## src/rtl/video_pkg.sv

```systemverilog
// Shared definitions for the video sink/source blocks: sync polarities,
// the measurement state encoding and the timing tuple record.
package video_pkg;

    localparam logic SYNC_ACTIVE  = 1'b1;
    localparam logic BLANK_ACTIVE = 1'b1;

    // Default counter width of the timing tuple exchanged with timing generators.
    localparam int TIMING_CNT_SZ = 12;

    typedef struct packed {
        logic [TIMING_CNT_SZ-1:0] h_total;
        logic [TIMING_CNT_SZ-1:0] h_active;
        logic [TIMING_CNT_SZ-1:0] hsync_len;
        logic [TIMING_CNT_SZ-1:0] v_total;
        logic [TIMING_CNT_SZ-1:0] v_active;
        logic [TIMING_CNT_SZ-1:0] vsync_len;
    } timing_t;

    typedef enum logic {
        MEAS_ARM = 1'b0,
        MEAS_RUN = 1'b1
    } meas_state_t;

endpackage

```

## src/rtl/video_edge_detect.sv

```systemverilog
// Input register plus one-cycle-delayed copy; rise/fall are decoded between
// the registered value and its delayed copy.
module video_edge_detect (
    input  logic i_clk,
    input  logic i_rst_n,
    input  logic d,
    output logic q,
    output logic rise,
    output logic fall
);

    logic q_d;

    always_ff @(posedge i_clk or negedge i_rst_n) begin
        if (!i_rst_n) begin
            q   <= 1'b0;
            q_d <= 1'b0;
        end else begin
            q   <= d;
            q_d <= q;
        end
    end

    assign rise = q & ~q_d;
    assign fall = ~q & q_d;

endmodule

```

## src/rtl/video_timing_meas.sv

```systemverilog
// Sink-side video timing monitor: measures line/frame geometry, sums active
// pixels per frame and reports lock once consecutive frames agree.
module video_timing_meas #(
    parameter int PIX_SZ      = 8,
    parameter int CNT_SZ      = 12,
    parameter int SUM_SZ      = 32,
    parameter int LOCK_FRAMES = 2
) (
    input  logic              i_clk,
    input  logic              i_rst_n,
    input  logic              i_blank,
    input  logic              i_vsync,
    input  logic              i_hsync,
    input  logic [PIX_SZ-1:0] i_r,
    input  logic [PIX_SZ-1:0] i_g,
    input  logic [PIX_SZ-1:0] i_b,
    output logic [CNT_SZ-1:0] o_h_total,
    output logic [CNT_SZ-1:0] o_h_active,
    output logic [CNT_SZ-1:0] o_hsync_len,
    output logic [CNT_SZ-1:0] o_v_total,
    output logic [CNT_SZ-1:0] o_v_active,
    output logic [CNT_SZ-1:0] o_vsync_len,
    output logic [SUM_SZ-1:0] o_frame_sum,
    output logic              o_valid,
    output logic              o_locked,
    output logic              o_err
);

    import video_pkg::*;

    localparam int         TUP_SZ = 6 * CNT_SZ;
    localparam logic [3:0] LOCK_N = 4'(LOCK_FRAMES);

    function automatic logic [CNT_SZ-1:0] sat_inc(input logic [CNT_SZ-1:0] v);
        return (&v) ? v : v + CNT_SZ'(1);
    endfunction

    function automatic logic [3:0] sat_inc4(input logic [3:0] v);
        return (&v) ? v : v + 4'd1;
    endfunction

    // ---- stage p0: registered inputs and sync edges ----
    logic hs_q, hs_rise, hs_fall;
    logic vs_q, vs_rise, vs_fall;
    logic bl_q, bl_rise, bl_fall;

    video_edge_detect u_hsync (
        .i_clk   (i_clk),
        .i_rst_n (i_rst_n),
        .d       (i_hsync == SYNC_ACTIVE),
        .q       (hs_q),
        .rise    (hs_rise),
        .fall    (hs_fall)
    );

    video_edge_detect u_vsync (
        .i_clk   (i_clk),
        .i_rst_n (i_rst_n),
        .d       (i_vsync == SYNC_ACTIVE),
        .q       (vs_q),
        .rise    (vs_rise),
        .fall    (vs_fall)
    );

    video_edge_detect u_blank (
        .i_clk   (i_clk),
        .i_rst_n (i_rst_n),
        .d       (i_blank == BLANK_ACTIVE),
        .q       (bl_q),
        .rise    (bl_rise),
        .fall    (bl_fall)
    );

    logic unused_edges;
    assign unused_edges = ^{vs_fall, bl_rise, bl_fall};

    logic [PIX_SZ-1:0] r_p0, g_p0, b_p0;

    always_ff @(posedge i_clk or negedge i_rst_n) begin
        if (!i_rst_n) begin
            r_p0 <= '0;
            g_p0 <= '0;
            b_p0 <= '0;
        end else begin
            r_p0 <= i_r;
            g_p0 <= i_g;
            b_p0 <= i_b;
        end
    end

    logic              active_p0;
    logic [PIX_SZ+1:0] pix_p0;

    assign active_p0 = ~bl_q;
    assign pix_p0    = (PIX_SZ+2)'(r_p0) + (PIX_SZ+2)'(g_p0) + (PIX_SZ+2)'(b_p0);

    // Line domain: the cycle carrying the hsync rise still belongs to the ending line.
    logic [CNT_SZ-1:0] h_cnt, act_cnt, hs_cnt;
    logic [CNT_SZ-1:0] line_total, line_active, hsync_len;
    logic [CNT_SZ-1:0] tot_close, act_close;

    assign tot_close = sat_inc(h_cnt);
    assign act_close = active_p0 ? sat_inc(act_cnt) : act_cnt;

    always_ff @(posedge i_clk or negedge i_rst_n) begin
        if (!i_rst_n) begin
            h_cnt       <= '0;
            act_cnt     <= '0;
            hs_cnt      <= '0;
            line_total  <= '0;
            line_active <= '0;
            hsync_len   <= '0;
        end else begin
            h_cnt   <= hs_rise ? '0 : tot_close;
            act_cnt <= hs_rise ? '0 : act_close;
            if (hs_rise) begin
                line_total  <= tot_close;
                line_active <= act_close;
            end
            if (hs_fall) begin
                hsync_len <= hs_cnt;
                hs_cnt    <= '0;
            end else if (hs_q) begin
                hs_cnt <= sat_inc(hs_cnt);
            end
        end
    end

    // Frame domain: *_nxt already include this cycle's line close so that a
    // coincident hsync/vsync rise is counted in the ending frame.
    logic [CNT_SZ-1:0] line_cnt, vact_cnt, vsl_cnt;
    logic [CNT_SZ-1:0] line_nxt, vact_nxt, vsl_nxt;
    logic [SUM_SZ-1:0] acc, acc_nxt;
    logic              ovf, ovf_nxt, sat_evt;

    assign line_nxt = hs_rise ? sat_inc(line_cnt) : line_cnt;
    assign vact_nxt = (hs_rise && act_close != '0) ? sat_inc(vact_cnt) : vact_cnt;
    assign vsl_nxt  = (hs_rise && vs_q) ? sat_inc(vsl_cnt) : vsl_cnt;
    assign acc_nxt  = active_p0 ? acc + SUM_SZ'(pix_p0) : acc;

    assign sat_evt = (&h_cnt)
                   | (active_p0 & (&act_cnt))
                   | (hs_q & (&hs_cnt))
                   | (hs_rise & ((&line_cnt) | (&vact_cnt) | (&vsl_cnt)));
    assign ovf_nxt = ovf | sat_evt;

    always_ff @(posedge i_clk or negedge i_rst_n) begin
        if (!i_rst_n) begin
            line_cnt <= '0;
            vact_cnt <= '0;
            vsl_cnt  <= '0;
            acc      <= '0;
            ovf      <= 1'b0;
        end else if (vs_rise) begin
            line_cnt <= '0;
            vact_cnt <= '0;
            vsl_cnt  <= '0;
            acc      <= '0;
            ovf      <= 1'b0;
        end else begin
            line_cnt <= line_nxt;
            vact_cnt <= vact_nxt;
            vsl_cnt  <= vsl_nxt;
            acc      <= acc_nxt;
            ovf      <= ovf_nxt;
        end
    end

    // The first vsync rise after reset only arms measurement.
    meas_state_t state_q, state_d;
    logic        publish;

    always_ff @(posedge i_clk or negedge i_rst_n) begin
        if (!i_rst_n) state_q <= MEAS_ARM;
        else          state_q <= state_d;
    end

    always_comb begin
        state_d = state_q;
        publish = 1'b0;
        case (state_q)
            MEAS_ARM: if (vs_rise) state_d = MEAS_RUN;
            MEAS_RUN: publish = vs_rise;
            default:  state_d = MEAS_ARM;
        endcase
    end

    logic [CNT_SZ-1:0] tot_now, act_now, hsl_now;

    assign tot_now = hs_rise ? tot_close : line_total;
    assign act_now = hs_rise ? act_close : line_active;
    assign hsl_now = hs_fall ? hs_cnt : hsync_len;

    // ---- stage p1: frame snapshot ----
    logic [TUP_SZ-1:0] tup_p1;
    logic [SUM_SZ-1:0] sum_p1;
    logic              ovf_p1;
    logic              vld_p1;

    always_ff @(posedge i_clk or negedge i_rst_n) begin
        if (!i_rst_n) begin
            tup_p1 <= '0;
            sum_p1 <= '0;
            ovf_p1 <= 1'b0;
            vld_p1 <= 1'b0;
        end else begin
            vld_p1 <= publish;
            if (publish) begin
                tup_p1 <= {tot_now, act_now, hsl_now, line_nxt, vact_nxt, vsl_nxt};
                sum_p1 <= acc_nxt;
                ovf_p1 <= ovf_nxt;
            end
        end
    end

    // ---- stage p2: published outputs and lock tracking ----
    logic [TUP_SZ-1:0] cur_tup;
    logic [3:0]        match_cnt, match_inc;
    logic              has_prev;
    logic              same_p1;

    assign cur_tup   = {o_h_total, o_h_active, o_hsync_len, o_v_total, o_v_active, o_vsync_len};
    assign match_inc = sat_inc4(match_cnt);
    assign same_p1   = (tup_p1 == cur_tup) && !ovf_p1;

    always_ff @(posedge i_clk or negedge i_rst_n) begin
        if (!i_rst_n) begin
            {o_h_total, o_h_active, o_hsync_len, o_v_total, o_v_active, o_vsync_len} <= '0;
            o_frame_sum <= '0;
            o_valid     <= 1'b0;
            o_locked    <= 1'b0;
            o_err       <= 1'b0;
            match_cnt   <= '0;
            has_prev    <= 1'b0;
        end else begin
            o_valid <= vld_p1;
            o_err   <= 1'b0;
            if (vld_p1) begin
                {o_h_total, o_h_active, o_hsync_len, o_v_total, o_v_active, o_vsync_len} <= tup_p1;
                o_frame_sum <= sum_p1;
                has_prev    <= 1'b1;
                if (has_prev) begin
                    if (same_p1) begin
                        match_cnt <= match_inc;
                        if (match_inc >= LOCK_N) o_locked <= 1'b1;
                    end else begin
                        match_cnt <= '0;
                        o_locked  <= 1'b0;
                        o_err     <= o_locked;
                    end
                end
            end
        end
    end

endmodule

```

## config.mk

```make
export PLATFORM = sky130hd
export DESIGN_NAME = video_timing_meas
export DESIGN_NICKNAME = d
export VERILOG_FILES = /design/src/rtl/video_pkg.sv /design/src/rtl/video_edge_detect.sv /design/src/rtl/video_timing_meas.sv
export SDC_FILE = /design/constraint.sdc
export NUM_CORES = 1
export LEC_CHECK = 0
export BUFFER_PORTS_ARGS = -buffer_cell sky130_fd_sc_hd__buf_2
export CORE_AREA = 3 3 166 168
export CTS_CLUSTER_DIAMETER = 150
export DETAILED_ROUTE_END_ITERATION = 7
export DIE_AREA = 0 0 169 171
export PLACE_DENSITY = 0.87
export SETUP_SLACK_MARGIN = 0.3
export SLEW_MARGIN = 10
export SYNTH_ARGS = -nofsm -noshare
export SYNTH_HDL_FRONTEND = slang
export SYNTH_SLANG_ARGS = --single-unit
export TNS_END_PERCENT = 1
```

## constraint.sdc

```tcl
create_clock -name i_clk -period 11 [get_ports i_clk]
set_clock_uncertainty 0.05 [all_clocks]
set_input_delay 2.2 -clock i_clk [delete_from_list [all_inputs] [get_ports i_clk]]
set_output_delay 2.2 -clock i_clk [all_outputs]
set_load 0.05 [all_outputs]
```

Word-level counts from Yosys, hierarchy flattened
Cells that the tools add are included.

storage, ports and cells
  memories = 0
  register bits = 389
  output and inout port bits = 107
  word-level logic and storage cells = 115
  RAM bits = 0
  bits in latches = 0
  ROM bits = 0

cells by class
  multipliers = 0
  bitwise logic cells = 16
  magnitude comparators = 1
  shift-type cells = 0
  equality and inequality tests = 3
  reductions and logical operators = 16
  divide/modulo/power cells = 0
  mux-type cells = 33
  add/sub/neg operators = 10

operators by type and width
  operator                                                            number
  2-to-1 mux 12 bit                                                   20
  adder 12 x 1 -> 12 bit (second input constant)                      6
  equality test 72 bit                                                1
  AND reduction 12 bit                                                6
  2-to-1 mux 32 bit                                                   2
  adder 32 x 10 -> 32 bit                                             1
  nonzero test 12 bit                                                 1
  adder 9 x 8 -> 10 bit                                               1
  adder 8 x 8 -> 9 bit                                                1
  2-to-1 mux 1 bit                                                    9
  2-to-1 mux 4 bit                                                    2
  AND 1 bit                                                           6
  bitwise OR 1 bit                                                    6
  adder 4 x 1 -> 4 bit (second input constant)                        1
  greater-or-equal comparator 4 x 2 -> 1 bit (second input constant)  1
  inverter 1 bit                                                      4
  AND reduction 2 bit                                                 2
  AND reduction 4 bit                                                 1
  logical AND 1 bit                                                   3
  AND reduction 3 bit                                                 1
  != test 2 x 1 -> 1 bit (second input constant)                      1
  != test 2 bit (second input constant)                               1
  nonzero test 2 bit                                                  1
  zero test 1 bit                                                     1

Longest topological paths before layout
Gate-level depths: netlist of run 1.

  depth in word-level cells = 7
  mapped depth = 15

Cells and area by module
A second synthesis of run 1 with hierarchy kept.

second synthesis, totals
  cell total of the unflattened synthesis = 1560
  area, all modules = 17287.8 um2

by module, submodules not included
  module             area each (um2)  seq. area each (um2)  times used  cells each
  video_timing_meas  17092.6          9609.2                1           1548
  video_edge_detect  65.1             50.0                  3           4

Worst setup path after synthesis of run 1
OpenSTA, ideal clock, no wires.

  path type = reg2reg
  from = register r_p0[1]
  to = register sum_p1[27]
  library setup time = 0.130 ns
  data required time = 10.820 ns
  path buffers = 1
  path slack = 7.486 ns
  arrival time = 3.334 ns
  stages on the path, launching flop included = 16
  cells stage by stage = dfrtp_1 inv_1 fa_1 fa_1 inv_1 ha_1 fa_1 a21o_1 a21oi_1 o21ai_0 a21oi_1 o21bai_1 clkbuf_1 nand4_1 xor2_1 o21ai_0

between the ends
  word-level cells in the longest chain between the ends = 4

RTL lines
  item                     RTL line                  text
  from (decl)              video_timing_meas.sv:77   logic [PIX_SZ-1:0] r_p0, g_p0, b_p0;
  from (signal assigned)   video_timing_meas.sv:85   r_p0 <= i_r;
  adder 8 x 8 -> 9 bit     video_timing_meas.sv:95   assign pix_p0 = (PIX_SZ+2)'(r_p0) + (PIX_SZ+2)'(g_p0) + (PIX_SZ+2)'(b_p0);
  adder 9 x 8 -> 10 bit    video_timing_meas.sv:95
  adder 32 x 10 -> 32 bit  video_timing_meas.sv:139  assign acc_nxt = active_p0 ? acc + SUM_SZ'(pix_p0) : acc;
  2-to-1 mux 32 bit        video_timing_meas.sv:139
  to (signal assigned)     video_timing_meas.sv:210  sum_p1 <= acc_nxt;
  to (decl)                video_timing_meas.sv:196  logic [SUM_SZ-1:0] sum_p1;

No other way between the ends.
A chain may end at the register's enable or synchronous reset.

Final worst setup path of run 1
  from = register r_p0[1]
  to = register sum_p1[15]

The elaborated chain is that of the path after synthesis.

==> results.txt, run 1 <==
FP Rows: 59
Clk_lat worst skew: 540 ps
DR pass1 iterations: 6
I/O pin count: 136
Cell Area, Synth: 16890 µm²
HPWL Detailed: 24.46 mm
Post_cts resized: 0
CTS tree: done
Yosys top cell by area: dfrtp_1
CTS HTree Levels: 2
Die H: 171 µm
Xor and xnor area share after synthesis: 6.739%
Residual DRC: 0
Final Hold Vio Count: 0
Overall power: 0.004025 W
Clock slew at reported path FFs: 70 ps
Maximum VDD drop: 218.5 µV
Max Clock Freq: 0.2443 GHz
Area after DPL: 17860 µm²
Final instance area: 19220 µm²
Adder-Cell Fraction of Synth Area: 3.303%
Status: completed
Yosys cell types: 61
Static Leak: 9.527 nW
Drt total wl: 38.55 mm
Post-synthesis simple-gate area fraction: 14.34%
Post-CTS Setup Bufs: 0
Synth Area in Compound Gates: 6.421%
Post-synth EDFFs: 0
Synth top cells by count: 389 x dfrtp_1, 221 x nand2_1, 133 x nor2_1, 115 x mux2_2, 105 x o21ai_0
Vias/cell: 5.930
CP Capture Type: flop
Layout filler cell count: 1656
Die width: 169 µm
Port Buffers: 135
DR WL/cell: 18.98 µm
Routed Antenna Nets: 0
PwrDens: 209.5 nW/µm²
Sequential-to-total area share from yosys stat: 57.62%
Grt ovf: 0
Kind of critical path: reg2reg
Worst hold margin: 421.0 ps
DIE AREA: 28900 µm²
Synth area leaders: dfrtp_1 58%, mux2_2 7.7%, nand2_1 4.9%
Hold Crit Class: reg2reg
Flops & latches, synth: 389
Post-synth top area share: 57.62%
Worst Max-Slew Pin Slew: 1165 ps
Clock root buffer: clkbuf_16
Max_cap viols: 0
Vias in the first global route: 12163
Initial core utilization: 64.83%
Final Core Density: 73.75%
Num CTS Buffers: 40
Initial DRC count: 1023
Cell with the most instances after synthesis: dfrtp_1
Hold buffer count at CTS: 0
Crit start category: flop
Bufs on Longest Clock Path: 3
Period minus WS final: 4093 ps
Main synth FF type: dfrtp_1
Tcrit/Tclk final: 37.21%
Area of the multi-input gates: 6636 µm²
Syn Inst Count: 1542
CP arrival: 4420 ps
Mean Syn Cell Area: 10.96 µm²
Core area: 26060 µm²
Global-route usage over all layers: 26.92%
Largest net degree at the start of global routing: 201
Ys Warns: 0
Pins Over Slew Limit: 0
Vias: 12043
Sequential Area: 9738 µm²
Layout cell share with drive strength beyond 1: 20.05%
Final GP Congestion: 0.8950
Final net count: 1730
Layout area overhead: 13.75%
Antenna diode instance count: 0
Final setup viols: 0
Initial antenna violation count: 0
Slew headroom: 22.35%
CTS sink cnt: 389
Fraction of registers with async set/reset: 100.0%
Largest family of logic cells by synthesized area: simple AND/OR/NAND/NOR gates
RSZ-0062 raised after global routing: false
Crit-path max FO: 11
Post-Syn Nets: 1606
Final TNS setup: 0 ps
Mux cell area share after synthesis: 8.376%
Critical Path RT: 11330 ps
First-pass GRT wire length: 62.61 mm
[per-stage QoR]
stage                     cells  setup slack [ps]
after floorplan            1542              7486
after global placement     1959              6924
after detailed placement   1959              6874
after CTS                  2031              6963
after global routing       2031              6723
final                      2031              6907
[kinds of logic (layout without fill, tap and decap cells)]
kind of cell    after synthesis  after routing
compound gates              191            191
buf+inv                     142            296
xor+xnor                    130            130
simple gates                528            528
flops                       389            389
mux                         127            127
fa+ha+maj                    35             35
[flip-flops by register name, summed over array words and instances (netlist names), 32 cells and up]
| signal | cells |
|---|---|
| sum_p1 | 32 |
| acc | 32 |
| tup_p1 | 72 |
| o_frame_sum | 32 |
[placed cells by master (no fill, tap or decap), types with 4 or more instances in the layout]
| cell | instances |
|---|---|
| nand3b_1 | 7 |
| nor2b_1 | 5 |
| nand3_1 | 36 |
| fa_1 | 16 |
| clkbuf_1 | 8 |
| o21ai_1 | 10 |
| xor2_1 | 76 |
| clkbuf_8 | 10 |
| o21ai_0 | 105 |
| mux2_2 | 115 |
| or3_1 | 4 |
| nor2_1 | 133 |
| and4_1 | 9 |
| mux2i_1 | 12 |
| inv_1 | 78 |
| ha_1 | 19 |
| buf_2 | 134 |
| nor4_1 | 13 |
| dfrtp_1 | 388 |
| o22ai_1 | 12 |
| xnor2_1 | 54 |
| a21oi_1 | 29 |
| nor3_1 | 16 |
| and3_1 | 19 |
| nand2_1 | 220 |
| clkinv_2 | 4 |
| buf_4 | 9 |
| and2_1 | 7 |
| a31oi_1 | 8 |
| clkbuf_16 | 41 |
| nand4_1 | 39 |
[worst paths after layout]
check,slack (ps),endpoint,depth (start not counted),from
worst min register to register,420,sum_p1[1]$_DFFE_PN0P_,2,sum_p1[1]$_DFFE_PN0P_
worst max register to register,6910,sum_p1[15]$_DFFE_PN0P_,14,r_p0[1]$_DFF_PN0_
worst max-delay path,6910,sum_p1[15]$_DFFE_PN0P_,14,r_p0[1]$_DFF_PN0_
worst min-delay path,420,sum_p1[1]$_DFFE_PN0P_,2,sum_p1[1]$_DFFE_PN0P_
min in group asynchronous,1670,o_h_active[4]$_DFFE_PN0P_,1,i_rst_n
max in group asynchronous,7470,vld_p1$_DFF_PN0_,2,i_rst_n
[final cells by class]
type / instances / share of cell area [%]
Clock buffer: 59 / 6.211
Timing Repair Buffer: 145 / 4.024
Clock inverter: 13 / 0.8334
Multi-Input combinational cell: 1011 / 34.53
Inverter: 79 / 1.543
Sequential cell: 389 / 50.67
Tap cell: 335 / 2.181
[worst max-delay path: stages (launching register included)]
cell and delay, ps:
dfrtp_1 320, inv_1 50, fa_1 490, fa_1 520, inv_1 50, ha_1 220
fa_1 400, a21o_1 170, a21oi_1 260, o21ai_0 120, a21oi_1 290, o21bai_1 380
nand3_1 240, xor2_1 230, o21ai_0 140
[layer usage]
metal  vias up  global-route usage [%]  share of wire (%)
met5         -                       0                  0
met4         0                   8.398                3.0
met3        82                   5.083                7.2
met2       474                   45.39                 49
met1      6049                   36.00                 41
li1       5438                       -                  -
[where the power goes]
group	internal, W	switching, W
sequential	0.00160	0.000152
clock	0.000826	0.000566
combinational	0.000302	0.000584
total	0.00272	0.00130
(Power assumes the default switching activity.)
==> inputs of run 2 (changes only) <==
Settings changed: CORE_AREA 3 3 166 168 to 3 3 181 183, DIE_AREA 0 0 169 171 to 0 0 184 186, PLACE_DENSITY 0.87 to 0.78.
Clock period 11 ns to 3.4 ns, I/O delays scaled along.
==> run 2 against run 1 <==
- worst hold slack got worse by 340 ps
- register-to-register slack worse by 6900 ps
- highest routed layer unchanged
- cell count increased by 4.0%
- critical endpoint is now sum_p1[7]$_DFFE_PN0P_
- largest power group unchanged
- design area is 2.1% higher
==> results.txt, run 2 (same netlist as run 1, synthesis figures left out) <==
Status: completed
Area after DPL: 18180 µm²
Worst Max-Slew Pin Slew: 879.1 ps
CTS tree: done
Vias/cell: 5.567
Maximum VDD drop: 600.5 µV
PwrDens: 664.1 nW/µm²
Most common cell after layout, fill and taps aside: dfrtp_1
Largest net degree at the start of global routing: 77
Placed cells: 2042
Final Core Density: 62.48%
Layout area overhead: 16.10%
Clock root buffer: clkbuf_16
CTS HTree Levels: 2
Hold buffer count at CTS: 0
Slew headroom: 41.39%
Initial DRC count: 678
Grt ovf: 0
Final net count: 1748
Routed Antenna Nets: 0
Final setup viols: 0
Max Clock Freq: 0.2987 GHz
Die width: 184 µm
Critical Path RT: 3750 ps
Final TNS setup: 0 ps
Core area: 31390 µm²
Pins Over Slew Limit: 0
Crit start category: flop
Final GP Congestion: 0.8992
Drt total wl: 37.95 mm
Max_cap viols: 0
Initial core utilization: 53.82%
DR WL/cell: 17.96 µm
CP arrival: 3700 ps
Most frequent cells in the layout: 388 x dfrtp_1, 218 x nand2_1, 134 x buf_2, 133 x nor2_1, 115 x mux2_2
Global-route usage over all layers: 22.69%
CTS sink cnt: 389
Vias in the first global route: 11967
FP Rows: 65
Antenna diode instance count: 0
CP Capture Type: flop
Port Buffers: 135
Residual DRC: 0
Final Hold Vio Count: 0
Clock slew at reported path FFs: 60 ps
Die H: 186 µm
Initial antenna violation count: 0
First-pass GRT wire length: 62.36 mm
I/O pin count: 136
Bufs on Longest Clock Path: 3
Final Non-Filler Cells: 2113
HPWL Detailed: 25.86 mm
Most flop-heavy register: tup_p1
Final instance area: 19620 µm²
Crit-path max FO: 2
Tcrit/Tclk final: 98.48%
Hold Crit Class: in2async
RSZ-0062 raised after global routing: true
Kind of critical path: reg2reg
Period minus WS final: 3348 ps
Vias: 11763
DR pass1 iterations: 5
Static Leak: 9.634 nW
Num CTS Buffers: 40
Reg2Reg Setup Slack: 50 ps
Layout cell share with drive strength beyond 1: 22.74%
Max FFs per register: 72
DIE AREA: 34220 µm²
Clk_lat worst skew: 520 ps
==> run 2: where the power goes <==
group	switching (W)	internal [W]	total, W	leakage (nW)
Combinational	0.00193	0.00115	0.00308	3.78
Clock	0.00175	0.00255	0.00430	0.638
Sequential	0.000486	0.00516	0.00565	5.22
==> run 2: layout make-up <==
| cell class | count | area (µm²) |
|---|---|---|
| Sequential cell | 389 | 9738 |
| Inverter | 79 | 296.5 |
| Fill cell | 2452 | 11780 |
| Clock buffer | 57 | 1176 |
| Multi-Input combinational cell | 1011 | 6812 |
| Tap cell | 402 | 503.0 |
| Timing Repair Buffer | 163 | 974.7 |
| Clock inverter | 12 | 115.1 |
==> run 2: final timing paths <==
kind	start	to	cells past startpoint
worst max-delay path	r_p0[1]$_DFF_PN0_	sum_p1[7]$_DFFE_PN0P_	16
worst min-delay path	i_rst_n	line_total[9]$_DFF_PN0_	1
worst max register to register	r_p0[1]$_DFF_PN0_	sum_p1[7]$_DFFE_PN0P_	16
worst min register to register	has_prev$_DFFE_PN0P_	has_prev$_DFFE_PN0P_	1
max in group asynchronous	i_rst_n	o_v_active[9]$_DFFE_PN0P_	2
min in group i_clk	i_r[6]	r_p0[6]$_DFF_PN0_	1
==> run 2: through the flow <==
stage / hold slack [ps] / power (W) / setup WS, ps
2_1_floorplan: 301.9 / 0.007730 / 137.9
3_3_place_gp: 393.6 / 0.008538 / 3.260
3_5_place_dp: 396.1 / 0.008658 / -101.6
4_1_cts: 107.8 / 0.01309 / -11.34
5_1_grt: 127.8 / 0.01367 / -139.7
6_report: 78.76 / 0.01303 / 51.62
==> run 2: worst max-delay path: stages (launching register included) <==
cell and delay, ps:
dfrtp_1 350, inv_2 40, fa_1 480, fa_1 510, inv_2 50, ha_4 150, fa_2 350, a21o_1 170
a21oi_2 200, buf_4 150, buf_6 80, o21bai_1 50, a21oi_1 160, xor2_1 160, nor2_1 60, a21oi_2 120
o21ai_1 80
==> run 2: per-layer routing <==
layer  routed length [µm]  part of all wire, %  global-route usage [%]  vias up
li1                     -                    -                       -     5482
met1                15960                   42                   30.21     5843
met2                18420                   49                   38.11      359
met3                 2496                  6.6                   4.436       79
met4                 1075                  2.8                   6.985        0
met5                    0                    0                       0        -
==> run 2: timing repair <==
item                                    CTS  global route
endpoints found under the setup margin   52            55
gates cloned                              0             0
resized for setup                        10            18
pin swaps                                26            16
setup buffers                             2             0
